<file path="config.mk">
export PLATFORM = sky130hd
export DESIGN_NAME = onehot_key_scanner_flat
export DESIGN_NICKNAME = d
export VERILOG_FILES = /design/src/rtl/onehot_key_scanner_if.sv /design/src/rtl/onehot_key_scanner.sv /design/src/flat_wrapper.sv
export SDC_FILE = /design/constraint.sdc
export NUM_CORES = 1
export LEC_CHECK = 0
export CORE_AREA = 4 4 71 73
export DETAILED_ROUTE_END_ITERATION = 10
export DIE_AREA = 0 0 75 77
export GPL_TIMING_DRIVEN = 0
export PLACE_DENSITY = 0.77
export SETUP_SLACK_MARGIN = 0.4
export SYNTH_ARGS = -nofsm -noshare
export SYNTH_HDL_FRONTEND = slang
export SYNTH_SLANG_ARGS = --single-unit
</file>
<file path="constraint.sdc">
create_clock -name clk -period 3.23 [get_ports clk]
set_clock_uncertainty 0.2 [all_clocks]
set_input_delay 0.646 -clock clk [delete_from_list [all_inputs] [get_ports clk]]
set_output_delay 0.646 -clock clk [all_outputs]
set_load 0.05 [all_outputs]
</file>
<file path="src/rtl/onehot_key_scanner_if.sv">
// onehot_key_scanner_if: button scanner bus; the master side presents the accepted one-hot key
interface onehot_key_scanner_if;
  logic [7:0] key_raw;
  logic [7:0] key_onehot;
  logic       key_valid;
  logic       key_err;
  logic       busy;
  modport master (input key_raw, output key_onehot, key_valid, key_err, busy);
  modport slave  (output key_raw, input key_onehot, key_valid, key_err, busy);
endinterface

</file>
<file path="src/rtl/onehot_key_scanner.sv">
// onehot_key_scanner: synchronise and debounce 8 buttons, pass only single-key presses as a legal one-hot vector.
// Auto-repeat of the held key is built only when KEY_REPEAT_EN is defined.
module onehot_key_scanner #(
  parameter int SYNC_STAGES   = 2,
  parameter int DB_CNT        = 16,
  parameter int REPEAT_CYCLES = 1024
) (
  input logic clk,
  input logic rst_n,
  onehot_key_scanner_if.master bus
);
  localparam int CW = $clog2(DB_CNT + 1);
  if (SYNC_STAGES < 2 || DB_CNT < 2 || REPEAT_CYCLES < 1) begin : g_bad_param
    $error("onehot_key_scanner: illegal parameter value");
  end
  typedef enum logic [1:0] {IDLE, DEBOUNCE, PRESSED, REJECT} state_t;
  state_t state;
  logic [SYNC_STAGES-1:0][7:0] sync_q;
  logic [7:0] sync_in, cand;
  logic [CW-1:0] cnt, rel_cnt;
  logic zero, multi, rel_done;
  assign sync_in  = sync_q[SYNC_STAGES-1];
  assign zero     = sync_in == 8'h00;
  assign multi    = (sync_in & (sync_in - 8'd1)) != 8'h00;
  assign rel_done = zero && rel_cnt == CW'(DB_CNT - 1);
`ifdef KEY_REPEAT_EN
  localparam int RW = $clog2(REPEAT_CYCLES + 1);
  logic [RW-1:0] rpt_cnt;
  logic rpt_hold, rpt_fire;
  assign rpt_hold = state == PRESSED && sync_in == bus.key_onehot;
  assign rpt_fire = rpt_hold && rpt_cnt == RW'(REPEAT_CYCLES - 1);
  always_ff @(posedge clk or negedge rst_n)
    if (!rst_n) rpt_cnt <= '0;
    else rpt_cnt <= (rpt_hold && !rpt_fire) ? rpt_cnt + 1'b1 : '0;
`endif
  always_ff @(posedge clk or negedge rst_n)
    if (!rst_n) begin
      sync_q         <= '0;
      state          <= IDLE;
      cand           <= '0;
      cnt            <= '0;
      rel_cnt        <= '0;
      bus.key_onehot <= 8'h80;
      bus.key_valid  <= 1'b0;
      bus.key_err    <= 1'b0;
      bus.busy       <= 1'b0;
    end else begin
      sync_q        <= {sync_q[SYNC_STAGES-2:0], bus.key_raw};
      bus.key_valid <= 1'b0;
      bus.key_err   <= 1'b0;
      case (state)
        IDLE:
          if (multi) begin
            bus.key_err <= 1'b1;
            rel_cnt     <= '0;
            state       <= REJECT;
            bus.busy    <= 1'b1;
          end else if (!zero) begin
            cand     <= sync_in;
            cnt      <= CW'(1);
            state    <= DEBOUNCE;
            bus.busy <= 1'b1;
          end
        DEBOUNCE:
          if (multi) begin
            bus.key_err <= 1'b1;
            rel_cnt     <= '0;
            state       <= REJECT;
          end else if (zero) begin
            state    <= IDLE;
            bus.busy <= 1'b0;
          end else if (sync_in != cand) begin
            cand <= sync_in;
            cnt  <= CW'(1);
          end else if (cnt == CW'(DB_CNT - 1)) begin
            bus.key_onehot <= cand;
            bus.key_valid  <= 1'b1;
            rel_cnt        <= '0;
            state          <= PRESSED;
          end else cnt <= cnt + 1'b1;
        default: begin
          // PRESSED and REJECT share the release rule; extra keys only reset the release count
          rel_cnt <= zero ? rel_cnt + 1'b1 : '0;
          if (rel_done) begin
            state    <= IDLE;
            bus.busy <= 1'b0;
          end
`ifdef KEY_REPEAT_EN
          if (rpt_fire) bus.key_valid <= 1'b1;
`endif
        end
      endcase
    end
endmodule

</file>
<file path="src/flat_wrapper.sv">
// flat-port wrapper written by rule: the top's interface ports become plain ports
module onehot_key_scanner_flat 
#(
  parameter int SYNC_STAGES   = 2,
  parameter int DB_CNT        = 16,
  parameter int REPEAT_CYCLES = 1024
)
  (clk, rst_n, bus_key_raw, bus_key_onehot, bus_key_valid, bus_key_err, bus_busy);
  onehot_key_scanner_if bus_i ();
  input logic clk;
  input logic rst_n;
  input wire logic [$bits(bus_i.key_raw)-1:0] bus_key_raw;
  output wire logic [$bits(bus_i.key_onehot)-1:0] bus_key_onehot;
  output wire logic [$bits(bus_i.key_valid)-1:0] bus_key_valid;
  output wire logic [$bits(bus_i.key_err)-1:0] bus_key_err;
  output wire logic [$bits(bus_i.busy)-1:0] bus_busy;
  assign bus_i.key_raw = bus_key_raw;
  assign bus_key_onehot = bus_i.key_onehot;
  assign bus_key_valid = bus_i.key_valid;
  assign bus_key_err = bus_i.key_err;
  assign bus_busy = bus_i.busy;
  onehot_key_scanner #(.SYNC_STAGES(SYNC_STAGES), .DB_CNT(DB_CNT), .REPEAT_CYCLES(REPEAT_CYCLES)) u_core (.clk(clk), .rst_n(rst_n), .bus(bus_i));
endmodule
</file>
==> results.cfg, run 1 <==
[floorplan]
core_mm2 = 0.00435
die_x_um = 75
fp.dieH_um = 77
start_util_pct = 49.5
dieArea_mm2 = 0.00578
std_cell_rows = 24
boundaryPins = 21

[place]
port_buffers = 20
routabilityCongestion = 0.812
dp_hpwl_mm = 2.60
dp_cells = 251

[yosys]
ys_seq_elements = 47
synth_area_mm2 = 0.00215
yosys.cell_types.count = 50
yosys_warnings = 0
syn_nets = 192
synth_ff_type = dfrtp_1
synth-edff-count = 0
postSynthAreaPerCell_um2 = 12.1
synthCells = 178
ys_async_sr_fraction_pct = 100
synth-seq-area-share_pct = 54.6

[timing]
finalCritPeriodShare_pct = 82.7
fin_setup_tns_ps = 0
setup_viol = 0
timing.hold.ws_ps = 37.8
rsz0062_at_grt = false
final_hold_viol_count = 0
maxSlewHeadroom_pct = 60.7
drv_slew = 0
worst_pin_slew_ps = 584
period_minus_slack_ps = 2670
fmax_mhz = 375

[setup_path]
required_ps = 3230
arrival_ps = 2670
crit_path_end_kind = flop
criticalPathCategory = reg -> reg
start_kind = flop
crit_fanout = 7

[cts]
clk_pin_slew_worst_paths_ps = 90
tritoncts = yes
clock_latency_ps = 310
clock_path_buffers = 2
ctsRootBufferMaster = clkbuf_8
cts_sinks = 47
post_cts_buffers = 0
numCtsBuffers = 5
cts_resized = 0
cts_max_level = 2
cts_hold_buf = 0

[global_route]
track_usage_pct = 14.4
antenna_found_initial = 0
grt_pass1_wl_mm = 6.47
grt_overflow_total = 0
grt_max_degree = 33
grt_pass1_vias = 1427

[power_and_ir_drop]
power_density_mw_per_mm2 = 409
ir_drop_uv = 268
p_leak_nw = 1.13

[drt]
wl_mm = 3.67
top_layer = met4
route.vias.total = 1467
wl_met1_mm = 1.76
met2_length_mm = 1.68
wl_per_cell_um = 14.2
ant_nets = 0
remaining_drc_errors = 0
met3_length_um = 133
drt_first_pass_iters = 4
avgViaCountPerCell = 5.66
drt_iter0_drc = 103

[cells_and_area]
final_layout_size_suffix_gt1_share_pct = 16.4
n_antenna_cell = 0
multi_input_area_um2 = 913
fin_util_pct = 58.2
seq_area_mm2 = 0.00118
area_delta_synth_final_pct = 17.6
final_cell_count_no_fill = 259
fillers = 353
nets = 220

[outcome]
outcome = finished clean

[hold_path]
hold_class = in -> async

[flow_run]
cap_violations = 0
==> placed cells by master (no fill, tap or decap), types with 3 or more instances in the layout <==
cell type / count
ha_1: 4
or3_1: 3
nor3_1: 4
clkbuf_1: 5
clkdlybuf4s50_1: 19
nand2_1: 7
nor2_1: 10
mux2_4: 8
xor2_1: 9
nor4b_1: 4
nand3_1: 4
clkbuf_8: 6
o21ai_0: 5
nand2b_1: 3
nor4_1: 3
dfrtp_1: 46
a21oi_1: 8
mux2_2: 7
inv_1: 5
==> Yosys cell counts (2+ instances only) <==
library cell | count | share of area [%]
dfrtp_1 | 46 | 53
nor2_1 | 10 | 1.7
xor2_1 | 9 | 3.7
a21oi_1 | 8 | 1.9
mux2_4 | 8 | 5.6
mux2_2 | 7 | 3.7
nand2_1 | 7 | 1.2
clkbuf_1 | 5 | 0.87
inv_1 | 5 | 0.87
o21ai_0 | 5 | 1.2
ha_1 | 4 | 2.3
nand3_1 | 4 | 0.93
nor3_1 | 4 | 0.93
nor4b_1 | 4 | 1.6
nand2b_1 | 3 | 0.87
nor4_1 | 3 | 0.87
or3_1 | 3 | 0.87
a211o_1 | 2 | 0.81
a22o_1 | 2 | 0.81
a32o_1 | 2 | 0.93
and3_1 | 2 | 0.58
buf_6 | 2 | 1.0
nand4_1 | 2 | 0.58
nand4b_1 | 2 | 0.81
o31ai_1 | 2 | 0.70
or3b_2 | 2 | 0.81
or4_1 | 2 | 0.70
==> power breakdown <==
part           leakage (nW)  switching [mW]  total, mW  internal, mW
Combinational         0.484          0.0299     0.0535        0.0235
Clock                0.0474           0.199      0.373         0.175
Sequential            0.600          0.0102      0.610         0.600
==> per-stage QoR <==
| step | setup slack (ps) | total power [mW] | cell area [µm²] |
|---|---|---|---|
| 4_1_cts | 601 | 1.06 | 2530 |
| 6_report | 560 | 1.04 | 2530 |
| 3_5_place_dp | 607 | 0.676 | 2430 |
| 3_3_place_gp | 72.9 | 0.673 | 2420 |
| 5_1_grt | 409 | 1.08 | 2530 |
| 2_1_floorplan | 851 | 0.645 | 2150 |
==> registers in the layout, indices dropped and copies added (netlist names) <==
register	flops
u_core.state	2
u_core.bus.busy	1
u_core.bus.key_valid	1
u_core.cand	8
u_core.bus.key_err	1
u_core.cnt	5
u_core.sync_q	8
u_core.bus.key_onehot	8
u_core.rel_cnt	5
u_core.sync_in	8
==> final timing paths <==
path,endpoint,cells after the start,startpoint,slack [ps]
worst min-delay path,u_core.cnt[2],1,rst_n,40
worst max-delay path,u_core.cand[0],6,u_core.sync_in[3],560
max in group asynchronous,u_core.bus.key_onehot[7],2,rst_n,2240
worst max register to register,u_core.cand[0],6,u_core.sync_in[3],560
min in group clk,u_core.sync_in[1],0,u_core.sync_q[1],150
worst min register to register,u_core.sync_in[1],0,u_core.sync_q[1],150
==> layer usage <==
metal / up-vias / track usage, %
met5: - / 0
met4: 0 / 6.94
met3: 8 / 3.53
met2: 25 / 21.2
met1: 725 / 19.6
li1: 709 / -
==> kinds of logic (layout without fill, tap and decap cells) <==
family	after synthesis	in the layout	synth area share (%)
muxes	17	17	10.2
buffers and inverters	13	42	2.96
xor gates and xnor gates	10	10	4.07
AOI/OAI and AO/OA	33	33	10.7
DFF	47	47	54.6
and+or+nand+nor	54	54	15.0
adders and majority gates	4	4	2.32
==> final cells by class <==
type,count,share of cell area (%)
Buffer,8,1.78
Sequential cell,47,46.5
Multi-Input combinational cell,118,36.0
Clock inverter,2,0.642
Clock buffer,6,3.26
Inverter,5,0.741
Timing Repair Buffer,21,8.49
Tap cell,52,2.57
==> critical path, cell delays in order, from the launching register on <==
cell and delay [ps]:
dfrtp_1 450, xor2_1 190, nor4_1 550, nand3_1 370, nand2b_1 160, clkbuf_1 280, mux2_2 380
Power figures use the tool's default switching activity.
==> run 2: changes to the inputs <==
--- a/config.mk
+++ b/config.mk
@@ -9,7 +9,7 @@
 export DETAILED_ROUTE_END_ITERATION = 10
 export DIE_AREA = 0 0 75 77
 export GPL_TIMING_DRIVEN = 0
-export PLACE_DENSITY = 0.77
+export PLACE_DENSITY = 0.79
 export SETUP_SLACK_MARGIN = 0.4
 export SYNTH_ARGS = -nofsm -noshare
 export SYNTH_HDL_FRONTEND = slang
==> constraint.sdc (replaced) <==
create_clock -name clk -period 2.4 [get_ports clk]
set_clock_uncertainty 0.2 [all_clocks]
set_input_delay 0.48 -clock clk [delete_from_list [all_inputs] [get_ports clk]]
set_output_delay 0.48 -clock clk [all_outputs]
set_load 0.05 [all_outputs]
==> run 2 against run 1 <==
The run now ends with setup timing left. Sequential cell count is the same. Die area is the same. Register-to-register slack lost 650 ps. Critical path type unchanged. Largest power group unchanged.
==> results.cfg, run 2 (synthesis results as in run 1) <==
[drt]
drt_iter0_drc = 47
met2_length_mm = 2.04
wl_mm = 4.24
remaining_drc_errors = 0
route.vias.total = 1536
drt_first_pass_iters = 4
wl_per_cell_um = 15.4
top_layer = met4
met3_length_um = 182
ant_nets = 0
wl_met1_mm = 1.94
avgViaCountPerCell = 5.59

[cells_and_area]
fin_util_pct = 64.9
n_antenna_cell = 0
final_cell_area_mm2 = 0.00283
final_cell_mix = dfrtp_1 (42), buf_4 (13), dlygate4sd2_1 (10)
area_delta_synth_final_pct = 31.2
nets = 236
final_common_cell = dfrtp_1
final_layout_size_suffix_gt1_share_pct = 34.5
fillers = 318

[floorplan]
dieArea_mm2 = 0.00578
die_x_um = 75
fp.dieH_um = 77
start_util_pct = 49.5
std_cell_rows = 24
core_mm2 = 0.00435
boundaryPins = 21

[power_and_ir_drop]
ir_drop_uv = 427
power_density_mw_per_mm2 = 527
p_leak_nw = 1.31
total_power_mw = 1.49

[timing]
drv_slew = 0
fmax_mhz = 401
rsz0062_at_grt = true
fin_ws_ps = -91.9
final_hold_viol_count = 0
worst_pin_slew_ps = 499
setup_viol = 17
finalCritPeriodShare_pct = 104
period_minus_slack_ps = 2490
maxSlewHeadroom_pct = 66.7

[cts]
clock_latency_ps = 300
ctsRootBufferMaster = clkbuf_8
tritoncts = yes
cts_sinks = 47
numCtsBuffers = 5
clock_path_buffers = 2
cts_max_level = 2
clk_pin_slew_worst_paths_ps = 90

[setup_path]
start_kind = flop
cpPeakStageDelay_ps = 580
criticalPathCategory = reg -> reg
crit_path_end_kind = flop
critPathMostFrequentCell = buf_6
arrival_ps = 2470
required_ps = 2380
crit_slowest_cell = or4_4
worstPathCellList = or4_4 > nor2_4 > o31ai_1 > o31a_1 > buf_6 > or2_1 > buf_6 > mux2_4
crit_fanout = 8

[global_route]
grt_pass1_wl_mm = 6.89
grt_max_degree = 27
track_usage_pct = 15.6
grt_pass1_vias = 1518
grt_overflow_total = 0
antenna_found_initial = 0

[flow_run]
cap_violations = 0

[place]
place_area_mm2 = 0.00245
pre_cts_ws_ps = -174
routabilityCongestion = 0.868
dp_hpwl_mm = 2.63
port_buffers = 20

[outcome]
outcome = complete, but fails checks
violations = setup timing

[hold_path]
hold_class = reg -> reg
## run 2: cell types whose count changed in the layout (fill, tap and decap cells not counted), moves of 3 or more
cell,change
buf_4,+13
dfrtp_2,+4
dlygate4sd2_1,+10
nor3_1,-3
clkdlybuf4s50_1,-11
clkbuf_1,-3
dfrtp_1,-4
## run 2: worst max-delay path, delay by kind of cell (launching register included)
family / cells / cell delay, ps
DFF: 1 / 450
and+or+nand+nor: 3 / 910
AOI/OAI and AO/OA: 2 / 220
buffers and inverters: 2 / 300
muxes: 1 / 300
## run 2: path summary, 6_finish.rpt
kind	slack, ps	cells past startpoint	endpoint	startpoint
setup / recovery	-90	8	u_core.bus.key_onehot[5]	u_core.sync_in[1]
hold / removal	150	0	u_core.sync_in[2]	u_core.sync_q[2]
setup reg to reg	-90	8	u_core.bus.key_onehot[5]	u_core.sync_in[1]
hold reg to reg	150	0	u_core.sync_in[2]	u_core.sync_q[2]
max in group asynchronous	960	3	u_core.bus.key_onehot[7]	rst_n
min in group asynchronous	470	2	u_core.sync_q[1]	rst_n
## run 2: report_power, final
group          total, mW  switching, mW  internal, mW
combinational     0.0948         0.0509        0.0439
sequential         0.822         0.0142         0.808
clock              0.574          0.263         0.310
total               1.49          0.329          1.16
## run 2: cell type report
| cell class | count | area (µm²) | area share, % |
|---|---|---|---|
| Buffer | 8 | 58.8 | 2.08 |
| Clock buffer | 5 | 68.8 | 2.43 |
| Clock inverter | 3 | 43.8 | 1.55 |
| Inverter | 5 | 18.8 | 0.664 |
| Multi-Input combinational cell | 118 | 1050 | 37.0 |
| Sequential cell | 47 | 1180 | 41.8 |
| Tap cell | 52 | 65.1 | 2.30 |
| Timing Repair Buffer | 37 | 343 | 12.1 |
## run 2: stage by stage
step	hold WS [ps]	setup TNS, ps	std cells
after floorplan	-15.6	0	178
after global placement	132	-25960	250
after detailed placement	135	-1420	251
after CTS	155	-774	272
after global routing	158	-1990	275
final	154	-834	275
## run 2: timing repair
| action | in CTS | in global routing |
|---|---|---|
| hold buffers | 1 | 0 |
| gates cloned | 0 | 0 |
| resized for setup | 32 | 14 |
| endpoints found under the hold margin | 21 | 0 |
| setup buffers | 12 | 3 |
| pin swaps | 13 | 5 |
| endpoints found under the setup margin | 42 | 31 |
## run 2: metal layers
| layer | vias up | GRT usage (%) |
|---|---|---|
| met1 | 756 | 20.9 |
| met3 | 4 | 4.31 |
| li1 | 738 | - |
| met2 | 38 | 23.1 |
| met4 | 0 | 7.12 |
| met5 | - | 0 |
